$ cat src/rtl/mem_port_responder_pkg.sv
// mem_port_types: shared types for the memory port responder.
//   state_e : responder FSM states (IDLE, SERVE_A, SERVE_B, RESP)
//   port_e  : which initiator port a transaction belongs to
//   op_e    : backing operation kind
package mem_port_types;

   typedef enum logic [1:0] {
      IDLE    = 2'd0,
      SERVE_A = 2'd1,
      SERVE_B = 2'd2,
      RESP    = 2'd3
   } state_e;

   typedef enum logic {
      PORT_A = 1'b0,
      PORT_B = 1'b1
   } port_e;

   typedef enum logic {
      OP_READ  = 1'b0,
      OP_WRITE = 1'b1
   } op_e;

endpackage

$ cat src/rtl/mem_port_ibuf.sv
// mem_port_ibuf: one-entry instruction buffer (valid, word address, data).
// Only instantiated when MEM_PORT_IBUF_EN is defined.
// Ports:
//   clk, rst        clock, synchronous active-high reset (clears valid)
//   fill            load entry with fill_address/fill_data (port-A completion)
//   fill_address    word-aligned address of the completed read
//   fill_data       data returned by the backing memory
//   inval           port-B write entering service this cycle
//   inval_address   word-aligned address of that write
//   lookup_address  word-aligned port-A request address
//   hit             entry valid and lookup_address matches
//   hit_data        buffered data
module mem_port_ibuf
   import mem_port_types::*;
#(
   parameter int ADDR_W = 32,
   parameter int DATA_W = 32
) (
   input  logic              clk,
   input  logic              rst,
   input  logic              fill,
   input  logic [ADDR_W-1:0] fill_address,
   input  logic [DATA_W-1:0] fill_data,
   input  logic              inval,
   input  logic [ADDR_W-1:0] inval_address,
   input  logic [ADDR_W-1:0] lookup_address,
   output logic              hit,
   output logic [DATA_W-1:0] hit_data
);

   logic              valid_r;
   logic [ADDR_W-1:0] tag_r;
   logic [DATA_W-1:0] data_r;

   // Entry update: fill on port-A completion, drop on a write to the same word.
   always_ff @(posedge clk) begin
      if (rst) begin
         valid_r <= 1'b0;
         tag_r   <= {ADDR_W{1'b0}};
         data_r  <= {DATA_W{1'b0}};
      end else if (fill) begin
         valid_r <= 1'b1;
         tag_r   <= fill_address;
         data_r  <= fill_data;
      end else if (inval && (inval_address == tag_r)) begin
         valid_r <= 1'b0;
      end else begin
         valid_r <= valid_r;
      end
   end

   assign hit      = valid_r & (lookup_address == tag_r);
   assign hit_data = data_r;

endmodule

$ cat src/rtl/mem_port_responder.sv
// mem_port_responder: arbitrates instruction port A (read-only) and data
// port B (read/write, byte mask) onto one backing memory interface with a
// single outstanding transaction. Completion is a one-cycle resp pulse.
// Optional feature macro: MEM_PORT_IBUF_EN (one-entry instruction buffer).
// Ports:
//   clk, rst                          clock, synchronous active-high reset
//   read_a, address_a                 port A read request (level) and address
//   rdata_a, resp_a                   port A data and completion pulse
//   read_b, write, wmask, address_b,  port B request, byte enables, address,
//   wdata                             write data
//   rdata_b, resp_b                   port B load data and completion pulse
//   mem_read, mem_write, mem_address, backing strobes, word-aligned address,
//   mem_wdata, mem_byte_enable        write data and byte enables
//   mem_rdata, mem_resp               backing read data and completion
module mem_port_responder
   import mem_port_types::*;
#(
   parameter int ADDR_W     = 32,
   parameter int DATA_W     = 32,
   parameter int B_PRIORITY = 1
) (
   input  logic                clk,
   input  logic                rst,
   input  logic                read_a,
   input  logic [ADDR_W-1:0]   address_a,
   output logic [DATA_W-1:0]   rdata_a,
   output logic                resp_a,
   input  logic                read_b,
   input  logic                write,
   input  logic [DATA_W/8-1:0] wmask,
   input  logic [ADDR_W-1:0]   address_b,
   input  logic [DATA_W-1:0]   wdata,
   output logic [DATA_W-1:0]   rdata_b,
   output logic                resp_b,
   output logic                mem_read,
   output logic                mem_write,
   output logic [ADDR_W-1:0]   mem_address,
   output logic [DATA_W-1:0]   mem_wdata,
   output logic [DATA_W/8-1:0] mem_byte_enable,
   input  logic [DATA_W-1:0]   mem_rdata,
   input  logic                mem_resp
);

   localparam int                BE_W         = DATA_W / 8;
   localparam logic [ADDR_W-1:0] ALIGN_MASK_C = ADDR_W'(BE_W - 1);

   state_e              state_r;
   port_e               port_r;
   op_e                 op_r;
   logic                resp_a_r;
   logic                resp_b_r;
   logic                mem_read_r;
   logic                mem_write_r;
   logic [ADDR_W-1:0]   mem_address_r;
   logic [DATA_W-1:0]   mem_wdata_r;
   logic [BE_W-1:0]     mem_byte_enable_r;
   logic [DATA_W-1:0]   rdata_a_r;
   logic [DATA_W-1:0]   rdata_b_r;

   logic                b_req_s;
   logic                sel_a_s;
   logic                sel_b_s;
   logic [ADDR_W-1:0]   a_word_s;
   logic [ADDR_W-1:0]   b_word_s;
   logic                ibuf_hit_s;
   logic [DATA_W-1:0]   ibuf_data_s;

   assign a_word_s = address_a & ~ALIGN_MASK_C;
   assign b_word_s = address_b & ~ALIGN_MASK_C;

   // Arbitration between the two ports; a write with read_b also high counts once as port B.
   always_comb begin
      b_req_s = read_b | write;
      if (B_PRIORITY != 0) begin
         sel_b_s = b_req_s;
      end else begin
         sel_b_s = b_req_s & ~read_a;
      end
      sel_a_s = read_a & ~sel_b_s;
   end

`ifdef MEM_PORT_IBUF_EN
   logic ibuf_fill_s;
   logic ibuf_inval_s;

   // The buffer sees the SERVE_B entry of a write in the same cycle the FSM takes it.
   assign ibuf_fill_s  = (state_r == SERVE_A) & mem_resp;
   assign ibuf_inval_s = (state_r == IDLE) & sel_b_s & write;

   mem_port_ibuf #(
      .ADDR_W (ADDR_W),
      .DATA_W (DATA_W)
   ) u_ibuf (
      .clk            (clk),
      .rst            (rst),
      .fill           (ibuf_fill_s),
      .fill_address   (mem_address_r),
      .fill_data      (mem_rdata),
      .inval          (ibuf_inval_s),
      .inval_address  (b_word_s),
      .lookup_address (a_word_s),
      .hit            (ibuf_hit_s),
      .hit_data       (ibuf_data_s)
   );
`else
   assign ibuf_hit_s  = 1'b0;
   assign ibuf_data_s = {DATA_W{1'b0}};
`endif

   // Responder FSM; all outputs are registered and updated on state transitions.
   always_ff @(posedge clk) begin
      if (rst) begin
         state_r           <= IDLE;
         port_r            <= PORT_A;
         op_r              <= OP_READ;
         resp_a_r          <= 1'b0;
         resp_b_r          <= 1'b0;
         mem_read_r        <= 1'b0;
         mem_write_r       <= 1'b0;
         mem_address_r     <= {ADDR_W{1'b0}};
         mem_wdata_r       <= {DATA_W{1'b0}};
         mem_byte_enable_r <= {BE_W{1'b0}};
         rdata_a_r         <= {DATA_W{1'b0}};
         rdata_b_r         <= {DATA_W{1'b0}};
      end else begin
         case (state_r)
            IDLE: begin
               if (sel_b_s) begin
                  state_r       <= SERVE_B;
                  port_r        <= PORT_B;
                  mem_address_r <= b_word_s;
                  mem_wdata_r   <= wdata;
                  if (write) begin
                     op_r              <= OP_WRITE;
                     mem_write_r       <= 1'b1;
                     mem_byte_enable_r <= wmask;
                  end else begin
                     op_r              <= OP_READ;
                     mem_read_r        <= 1'b1;
                     mem_byte_enable_r <= {BE_W{1'b1}};
                  end
               end else if (sel_a_s && ibuf_hit_s) begin
                  // Buffered instruction: complete without touching the backing memory.
                  state_r   <= RESP;
                  port_r    <= PORT_A;
                  op_r      <= OP_READ;
                  rdata_a_r <= ibuf_data_s;
                  resp_a_r  <= 1'b1;
               end else if (sel_a_s) begin
                  state_r           <= SERVE_A;
                  port_r            <= PORT_A;
                  op_r              <= OP_READ;
                  mem_read_r        <= 1'b1;
                  mem_address_r     <= a_word_s;
                  mem_byte_enable_r <= {BE_W{1'b1}};
               end else begin
                  state_r <= IDLE;
               end
            end
            SERVE_A, SERVE_B: begin
               if (mem_resp) begin
                  state_r     <= RESP;
                  mem_read_r  <= 1'b0;
                  mem_write_r <= 1'b0;
                  if (port_r == PORT_A) begin
                     resp_a_r  <= 1'b1;
                     rdata_a_r <= mem_rdata;
                  end else begin
                     resp_b_r <= 1'b1;
                     if (op_r == OP_READ) begin
                        rdata_b_r <= mem_rdata;
                     end else begin
                        rdata_b_r <= rdata_b_r;
                     end
                  end
               end else begin
                  state_r <= state_r;
               end
            end
            RESP: begin
               // Requests are not sampled here, giving the initiator a cycle to drop them.
               state_r  <= IDLE;
               resp_a_r <= 1'b0;
               resp_b_r <= 1'b0;
            end
            default: begin
               state_r     <= IDLE;
               resp_a_r    <= 1'b0;
               resp_b_r    <= 1'b0;
               mem_read_r  <= 1'b0;
               mem_write_r <= 1'b0;
            end
         endcase
      end
   end

   assign rdata_a         = rdata_a_r;
   assign resp_a          = resp_a_r;
   assign rdata_b         = rdata_b_r;
   assign resp_b          = resp_b_r;
   assign mem_read        = mem_read_r;
   assign mem_write       = mem_write_r;
   assign mem_address     = mem_address_r;
   assign mem_wdata       = mem_wdata_r;
   assign mem_byte_enable = mem_byte_enable_r;

endmodule

$ cat config.mk
export PLATFORM = sky130hd
export DESIGN_NAME = mem_port_responder
export DESIGN_NICKNAME = d
export VERILOG_FILES = /design/src/rtl/mem_port_responder_pkg.sv /design/src/rtl/mem_port_ibuf.sv /design/src/rtl/mem_port_responder.sv
export SDC_FILE = /design/constraint.sdc
export NUM_CORES = 1
export LEC_CHECK = 0
export ABC_AREA = 1
export CAP_MARGIN = 20
export CELL_PAD_IN_SITES_DETAIL_PLACEMENT = 2
export CELL_PAD_IN_SITES_GLOBAL_PLACEMENT = 2
export CORE_MARGIN = 1
export CORE_UTILIZATION = 32
export CTS_CLUSTER_SIZE = 28
export DETAILED_ROUTE_END_ITERATION = 16
export DONT_BUFFER_PORTS = 1
export PLACE_DENSITY_LB_ADDON = 0.1
export SYNTH_ARGS = -nofsm -noshare
export SYNTH_HDL_FRONTEND = slang
export SYNTH_SLANG_ARGS = --single-unit
$ cat constraint.sdc
create_clock -name clk -period 2.1 [get_ports clk]
set_clock_uncertainty 0.05 [all_clocks]
set_input_delay 0.315 -clock clk [delete_from_list [all_inputs] [get_ports clk]]
set_output_delay 0.315 -clock clk [all_outputs]
set_load 0.05 [all_outputs]
Yosys cells after proc, flatten, opt, wreduce, memory -nomap -nowiden
Index checks and enable logic that the tools add are counted.

Input port bits: 138. Flip-flop bits (word level): 140. Logic and storage cells: 68.

Bitwise logic cells: 6. Multiplexer cells: 27. Reductions and logical operators: 13. Equality and inequality tests: 10.

Operator list (count): two-way mux 32 bit (2); two-way mux 1 bit (15); two-way mux 4 bit (3); AND reduction 4 bit (3); inequality test 2 bit (second input constant) (5); AND reduction 3 bit (3); case mux 1 bit (2 select lines) (4); inequality test 3 bit (second input constant) (2); case mux 2 bit (3 select lines) (1); nonzero test 2 bit (3); equality test 2 bit (second input constant) (2); two-way mux 2 bit (2); NOT 1 bit (4); AND reduction 2 bit (2); equality test 2 x 1 -> 1 bit (second input constant) (1); logical NOT 2 bit (1); OR reduction 2 bit (1); AND 1 bit (1); bitwise OR 1 bit (1).

Logic depth before layout (Yosys ltp)
Gate-level depths: netlist of run 1.

Depth in word-level cells: 6. Gate-level depth with buffers: 10.

Worst setup path before layout of run 1
Ideal clock, no wire load.

Path type: register to register. From: register state_r[0]. To: register rdata_b_r[10], in the netlist rdata_b[10]. Stages on the path, launching flop included: 11. Data arrival time: 1.414 ns. Buffers on the path: 1. Period minus slack after synthesis: 1.580 ns. Slack: 0.520 ns. Library setup time: 0.116 ns. Path through: dfxtp_1 inv_1 ha_1 nand2_2 inv_2 nand2_4 nor2_8 inv_4 buf_6 nor2_1 nor2_1.

Longest elaborated chain between the ends: 3. Elaborated cells on any way between the ends: 4.

Ends and longest elaborated chain: from (decl) (RTL line mem_port_responder.sv:47) `state_e state_r;`; from (signal assigned) (RTL line mem_port_responder.sv:177) `state_r <= state_r;`; equality test 2 x 1 -> 1 bit / equality test 2 bit (equally long branches) (RTL line mem_port_responder.sv:126) `case (state_r)`; OR reduction 2 bit * (RTL line mem_port_responder.sv:126); AND reduction 4 bit (no line) *; to (signal assigned) (RTL line mem_port_responder.sv:124) `rdata_b_r <= {DATA_W{1'b0}};`; to (signal assigned) (RTL line mem_port_responder.sv:171) `rdata_b_r <= mem_rdata;`; to (signal assigned) (RTL line mem_port_responder.sv:173) `rdata_b_r <= rdata_b_r;`; to (decl) (RTL line mem_port_responder.sv:58) `logic [DATA_W-1:0] rdata_b_r;`.

Every way passes the cells marked *; elsewhere a longest branch is shown, timed or not. A chain may end at the register's enable or synchronous reset.

Final worst setup path of run 1
From: register state_r[0]. To: register rdata_b_r[20], in the netlist rdata_b[20].

Same word-level chain as after synthesis.

==> flow_summary.ini, run 1 <==
[status]
outcome = finished, final reports clean

[placement]
placedCellCount = 919
port_buffers = 0
hpwlAfterDp_um = 12400
gp_congestion = 0.748

[floorplan]
initial_utilization_pct = 32.8
die_area_um2 = 17500
core-area_um2 = 16600
fp.dieW_um = 132
ioPinCount = 274
fp-row-count = 47
die_y_um = 132

[critical_path]
worstPathMaxFanout = 32
end_kind = flop
worstPathRequired_ps = 2350
crit_type = reg2reg
crit_chain = inv_1, ha_1, nand2_2, inv_2, nand2_4, nor2_8, inv_4, nor2_1, nor2_1
cp.arrival_ps = 2180
cp_common_cell = nor2_1
slowest_delay_ps = 430
crit_path_start_kind = flop
slowest_stage = ha_1

[pwr]
power_w = 0.0123
p_leak_nw = 2.92
ir_worst_vdd_mv = 0.754
p_per_area_nw_per_um2 = 1790

[timing]
fin_crit_sh_pct = 91.7
final.min_clock_period_ps = 1930
drv_slew = 0
fmax_mhz = 519
hold_viol = 0
worst_pin_slew_ps = 916
tns_ps = 0
finalSetupViolations = 0
rsz0062_at_grt = false
relSlewSlack_pct = 38.9

[routing]
detail-route-antenna-nets = 0
vias_per_cell = 5.12
routedWlPerCell_um = 19.3
vias = 5218
drc = 0
wl_um = 19600
drt-pass1-iter-count = 4
first_iter_violations = 154

[global_routing]
grt_pass1_wl_um = 31400
grtUsageTotal_pct = 23.0
grt_pass1_vias = 5935
grt_max_degree = 46
antenna_found_initial = 1
gr-total-overflow = 0

[layout]
nets = 927
syn_to_final_growth_pct = 26.4
stdcell_count = 1019
final_core_utilization_pct = 41.5
drive_gt1_share_pct = 7.77

[logic_synthesis]
syn_inst = 739
synth_warnings = 0
yosysSeqAreaShare_pct = 50.8
synth.ff_latch_count = 138
syn_area_um2 = 5440
avgSynthCellArea_um2 = 7.36
synth.distinct_cells = 26

[cts]
h-tree-depth = 4
post_cts_resize_count = 0
holdBufCountCts = 68
cts_root_buf = clkbuf_16
clk_pin_slew_ps = 60
numCtsBuffers = 17
cts_max_path_buffers = 2
clk_latency_ps = 420
cts_tree = built
clkSinkCount = 138
cts_setup_buffers = 0

[hold_path]
hold_path_class = in2reg

[run]
maxCapViolations = 0
[critical path: cells and delay by family, from the launching register on]
family                   cells  cell delay (ps)
adder cells (fa/ha/maj)      1              430
AND/OR/NAND/NOR              5              610
flip-flops                   1              360
buffers and inverters        3              340
[synth_stat cells]
master / n / area, um^2
o21ai_1: 15 / 75.1
dfxtp_1: 138 / 2760
nor2_1: 198 / 743
inv_2: 4 / 15.0
or2_2: 1 / 6.26
buf_2: 21 / 105
o21ai_0: 88 / 440
clkbuf_1: 17 / 63.8
nor2_4: 2 / 22.5
nor2_8: 1 / 20.0
conb_1: 1 / 3.75
nand2_1: 135 / 507
ha_1: 3 / 37.5
inv_4: 1 / 6.26
nand4_1: 1 / 6.26
nand2_2: 1 / 6.26
inv_1: 14 / 52.6
a21oi_4: 1 / 16.3
a21oi_1: 38 / 190
buf_4: 5 / 37.5
nor2_2: 8 / 50.1
nand3_1: 37 / 185
buf_6: 6 / 67.6
clkbuf_2: 1 / 5.00
nand2_4: 1 / 11.3
buf_1: 1 / 3.75
[per-stage QoR]
| step | setup slack (ps) | instance area, um^2 | hold WS [ps] |
|---|---|---|---|
| floorplan | 520 | 5440 | 393 |
| global placement | 310 | 5570 | 338 |
| detailed placement | 172 | 5570 | 341 |
| CTS | 141 | 6870 | 0.860 |
| global route | 53.7 | 6870 | 12.2 |
| finish | 173 | 6870 | 7.47 |
[final cells by class]
| cell class | instances | area (um^2) |
|---|---|---|
| sequential | 138 | 2760 |
| clock inverter | 13 | 168 |
| clock buffer | 18 | 439 |
| multi-input combinational | 532 | 2320 |
| inverter | 19 | 73.8 |
| antenna | 1 | 2.50 |
| tap | 220 | 275 |
| timing repair buffer | 78 | 828 |
| fill | 1915 | 9710 |
[routing by layer]
| metal | vias up | part of all wire [%] | track usage [%] |
|---|---|---|---|
| met5 | - | 0 | 0 |
| met3 | 35 | 7.6 | 7.84 |
| met2 | 195 | 51 | 41.1 |
| li1 | 2453 | - | - |
| met1 | 2535 | 39 | 24.8 |
| met4 | 0 | 2.4 | 9.07 |
[registers in the layout, indices dropped and copies added, names as in the netlist, 2 cells and up]
register and cells:
mem_address 30, mem_byte_enable 4, rdata_b 32, mem_wdata 32, rdata_a 32, state_r 2
[kinds of logic (layout without fill, tap and decap cells)]
| kind of cell | Yosys count | in the layout | synth area share, % |
|---|---|---|---|
| buffers and inverters | 70 | 128 | 6.55 |
| DFF | 138 | 138 | 50.8 |
| other | 1 | 3 | 0.0689 |
| AOI/OAI and AO/OA | 142 | 142 | 13.3 |
| and+or+nand+nor | 385 | 385 | 28.6 |
| adders and majority gates | 3 | 3 | 0.690 |
[cells in the final DEF, fill, tap and decap left out, types with 3 or more instances in the layout]
cell / n
dfxtp_1: 138
clkinv_4: 3
dlygate4sd3_1: 67
buf_12: 6
nand2_1: 135
o21ai_1: 15
inv_1: 14
clkbuf_16: 17
buf_4: 5
a21oi_1: 38
nand3_1: 37
ha_1: 3
inv_6: 3
nor2_2: 8
bufinv_16: 3
o21ai_0: 88
nor2_1: 198
inv_2: 4
[power by group]
| part | switching, W | internal (W) |
|---|---|---|
| combinational | 0.00181 | 0.000868 |
| sequential | 0.00315 | 0.00339 |
| clock | 0.00121 | 0.00190 |
| total | 0.00616 | 0.00616 |
[final timing paths]
path / from / to / slack [ps] / cells past startpoint
min reg2reg: port_r / port_r / 480 / 2
min: mem_rdata[9] / rdata_a[9] / 7 / 2
max: state_r[0] / rdata_b[20] / 170 / 9
max reg2reg: state_r[0] / rdata_b[20] / 170 / 9
No activity file was read; power rests on OpenSTA's default activity.
==> run 2: changes to the inputs <==
Settings changed: ABC_AREA 1 to 0, CORE_UTILIZATION 32 to 33.
==> flow_summary.ini, run 2 <==
[logic_synthesis]
yosys.area_share.xor_xnor_pct = 0
syn_area_um2 = 5480
ys_top_cells_by_count = nand2_1 (223), dfxtp_1 (138), a21oi_1 (100)
synth_fa_ha_area_share_pct = 0.685
synth_top_family_by_area = compound AO/OA/AOI/OAI gates
yosysSeqAreaShare_pct = 50.4
synth.distinct_cells = 35
synth_edf_count = 0
synth_top_area_cell = dfxtp_1
syn_inst = 668
synth_top_area_share_pct = 50.4
synth.ff_latch_count = 138
synth.area.mux_share_pct = 0.365
synth_ff_type = dfxtp_1
synth_compound_area_share_pct = 22.6
synth_warnings = 0
synth_area_leaders = dfxtp_1 (50%), nand2_1 (15%), a21oi_1 (9.1%), a311oi_2 (8.2%), o21ai_0 (3.3%)
avgSynthCellArea_um2 = 8.20
synthSimpleGateAreaFrac_pct = 20.1
async_reset_ff_share_pct = 0
synth_most_common_cell = nand2_1

[floorplan]
ioPinCount = 274
die_y_um = 131
initial_utilization_pct = 34.1
fp.dieW_um = 131
die_area_um2 = 17100
fp-row-count = 46
core-area_um2 = 16100

[critical_path]
reg2reg_slack_ps = 30
worstPathMaxFanout = 16
ff2ff_path_depth = 7
crit_chain = inv_2, ha_4, and3b_2, buf_12, nand2_1, a21oi_1, dlygate4sd3_1
r2r-start = state_r[1]
worstReg2RegEnd = rdata_a[11]
slowest_delay_ps = 590
worstPathRequired_ps = 2410
cp.arrival_ps = 2380
crit_path_start_kind = flop
slowest_stage = dlygate4sd3_1
end_kind = flop
crit_type = reg2reg

[layout]
syn_to_final_growth_pct = 31.7
diodes = 0
drive_gt1_share_pct = 12.6
layout_commonest_cell = nand2_1
layout_common_cells = nand2_1 (223), dfxtp_1 (137), a21oi_1 (100)
nets = 873
fin_area_um2 = 7210

[global_routing]
antenna_found_initial = 0
met3_usage_pct = 9.04
grt_max_degree = 139
grt_pass1_vias = 5098
met2_usage_pct = 38.3
grtUsageTotal_pct = 20.3
grt_pass1_wl_um = 26300
busiest_layer = met2
gr-total-overflow = 0
globalRouteMet1Util_pct = 19.2

[cts]
cts_max_path_buffers = 2
clk_latency_ps = 410
clkSinkCount = 138
cts_tree = built
clk_pin_slew_ps = 60
h-tree-depth = 4
numCtsBuffers = 17
cts_root_buf = clkbuf_16

[pwr]
p_leak_nw = 2.68
ir_worst_vdd_mv = 0.707
intPower_w = 0.00655
switching_share_pct = 45.5
p_clk_share_pct = 23.7
power_frac_comb_pct = 28.7
power_w = 0.0120
seqPwrFrac_pct = 47.6
p_per_area_nw_per_um2 = 1670
p_sw_w = 0.00548

[timing]
final.min_clock_period_ps = 2070
tns_ps = 0
drv_slew = 0
fmax_mhz = 483
fin_crit_sh_pct = 98.6
whs_ps = -14.7
hold_viol = 10
worst_pin_slew_ps = 829
relSlewSlack_pct = 44.5
finalSetupViolations = 0

[placement]
hpwlAfterDp_um = 11800
port_buffers = 0
gp_congestion = 0.712
dpl-instance-area_um2 = 5640

[routing]
vias_per_cell = 5.25
drt-pass1-iter-count = 4
routedWlPerCell_um = 20.9
drc = 0
first_iter_violations = 144
detail-route-antenna-nets = 0
vias = 5044
wl_um = 20100

[hold_path]
holdPathStages = 2
min-delay-start = wdata[31]
hold_path_end = mem_wdata[31]
hold_path_class = in2reg

[status]
outcome = finished with violations
violations = negative hold slack

[run]
maxCapViolations = 0
## run 2: metrics by stage
step | instances | util, % | setup WS (ps)
3_5_place_dp | 839 | 35.1 | 424
5_1_grt | 961 | 44.9 | -47.6
2_1_floorplan | 669 | - | 508
4_1_cts | 905 | 40.8 | 16.5
3_3_place_gp | 839 | 35.1 | 536
6_report | 961 | 44.9 | 29.3
## run 2: timing repair
action	CTS	global route
buffers inserted	0	4
hold buffers	34	52
setup endpoints to repair	0	32
hold endpoints to repair	138	94
resized for setup	0	13
## run 2: worst max-delay path, delay by kind of cell (launching register included)
kind | cells | cell delay, ps
adders and majority gates | 1 | 290
buffers and inverters | 3 | 820
AOI/OAI and AO/OA | 1 | 180
DFF | 1 | 370
and+or+nand+nor | 2 | 300
## run 2: power by group through the flow
stage,clock network [W],logic [W],registers (W)
floorplan,0,0.00202,0.00562
global placement,0,0.00239,0.00574
detailed placement,0,0.00256,0.00577
CTS,0.00292,0.00287,0.00572
global route,0.00303,0.00379,0.00580
finish,0.00285,0.00345,0.00572
## run 2: logic make-up after synthesis
group / count (synthesis)
compound gates: 179
other cells: 1
buf+inv: 67
mux: 2
simple gates: 278
flops: 138
fa+ha+maj: 3
## run 2: worst max path at each step
stage                           from               to  slack [ps]  cells past startpoint
final                     state_r[1]      rdata_a[11]          30                      7
after global routing      state_r[0]    mem_wdata[10]         -50                      7
after CTS                 state_r[1]      rdata_a[23]          20                      7
after detailed placement  state_r[1]  mem_address[29]         420                      6
after global placement    state_r[0]  mem_address[25]         540                      6
after floorplan           state_r[0]      rdata_b[22]         510                      8
## run 2: cell type report
class / count / area, um^2
Sequential cell: 138 / 2760
Clock inverter: 11 / 96.3
Timing Repair Buffer: 104 / 1140
Inverter: 7 / 26.3
Multi-Input combinational cell: 464 / 2440
Tap cell: 216 / 270
Fill cell: 1754 / 8840
Clock buffer: 21 / 470
## run 2: per-layer routing
layer	wire length [um]	share of wire [%]
met5	0	0
met2	10700	53
met4	421	2.1
met1	7210	36
met3	1760	8.8
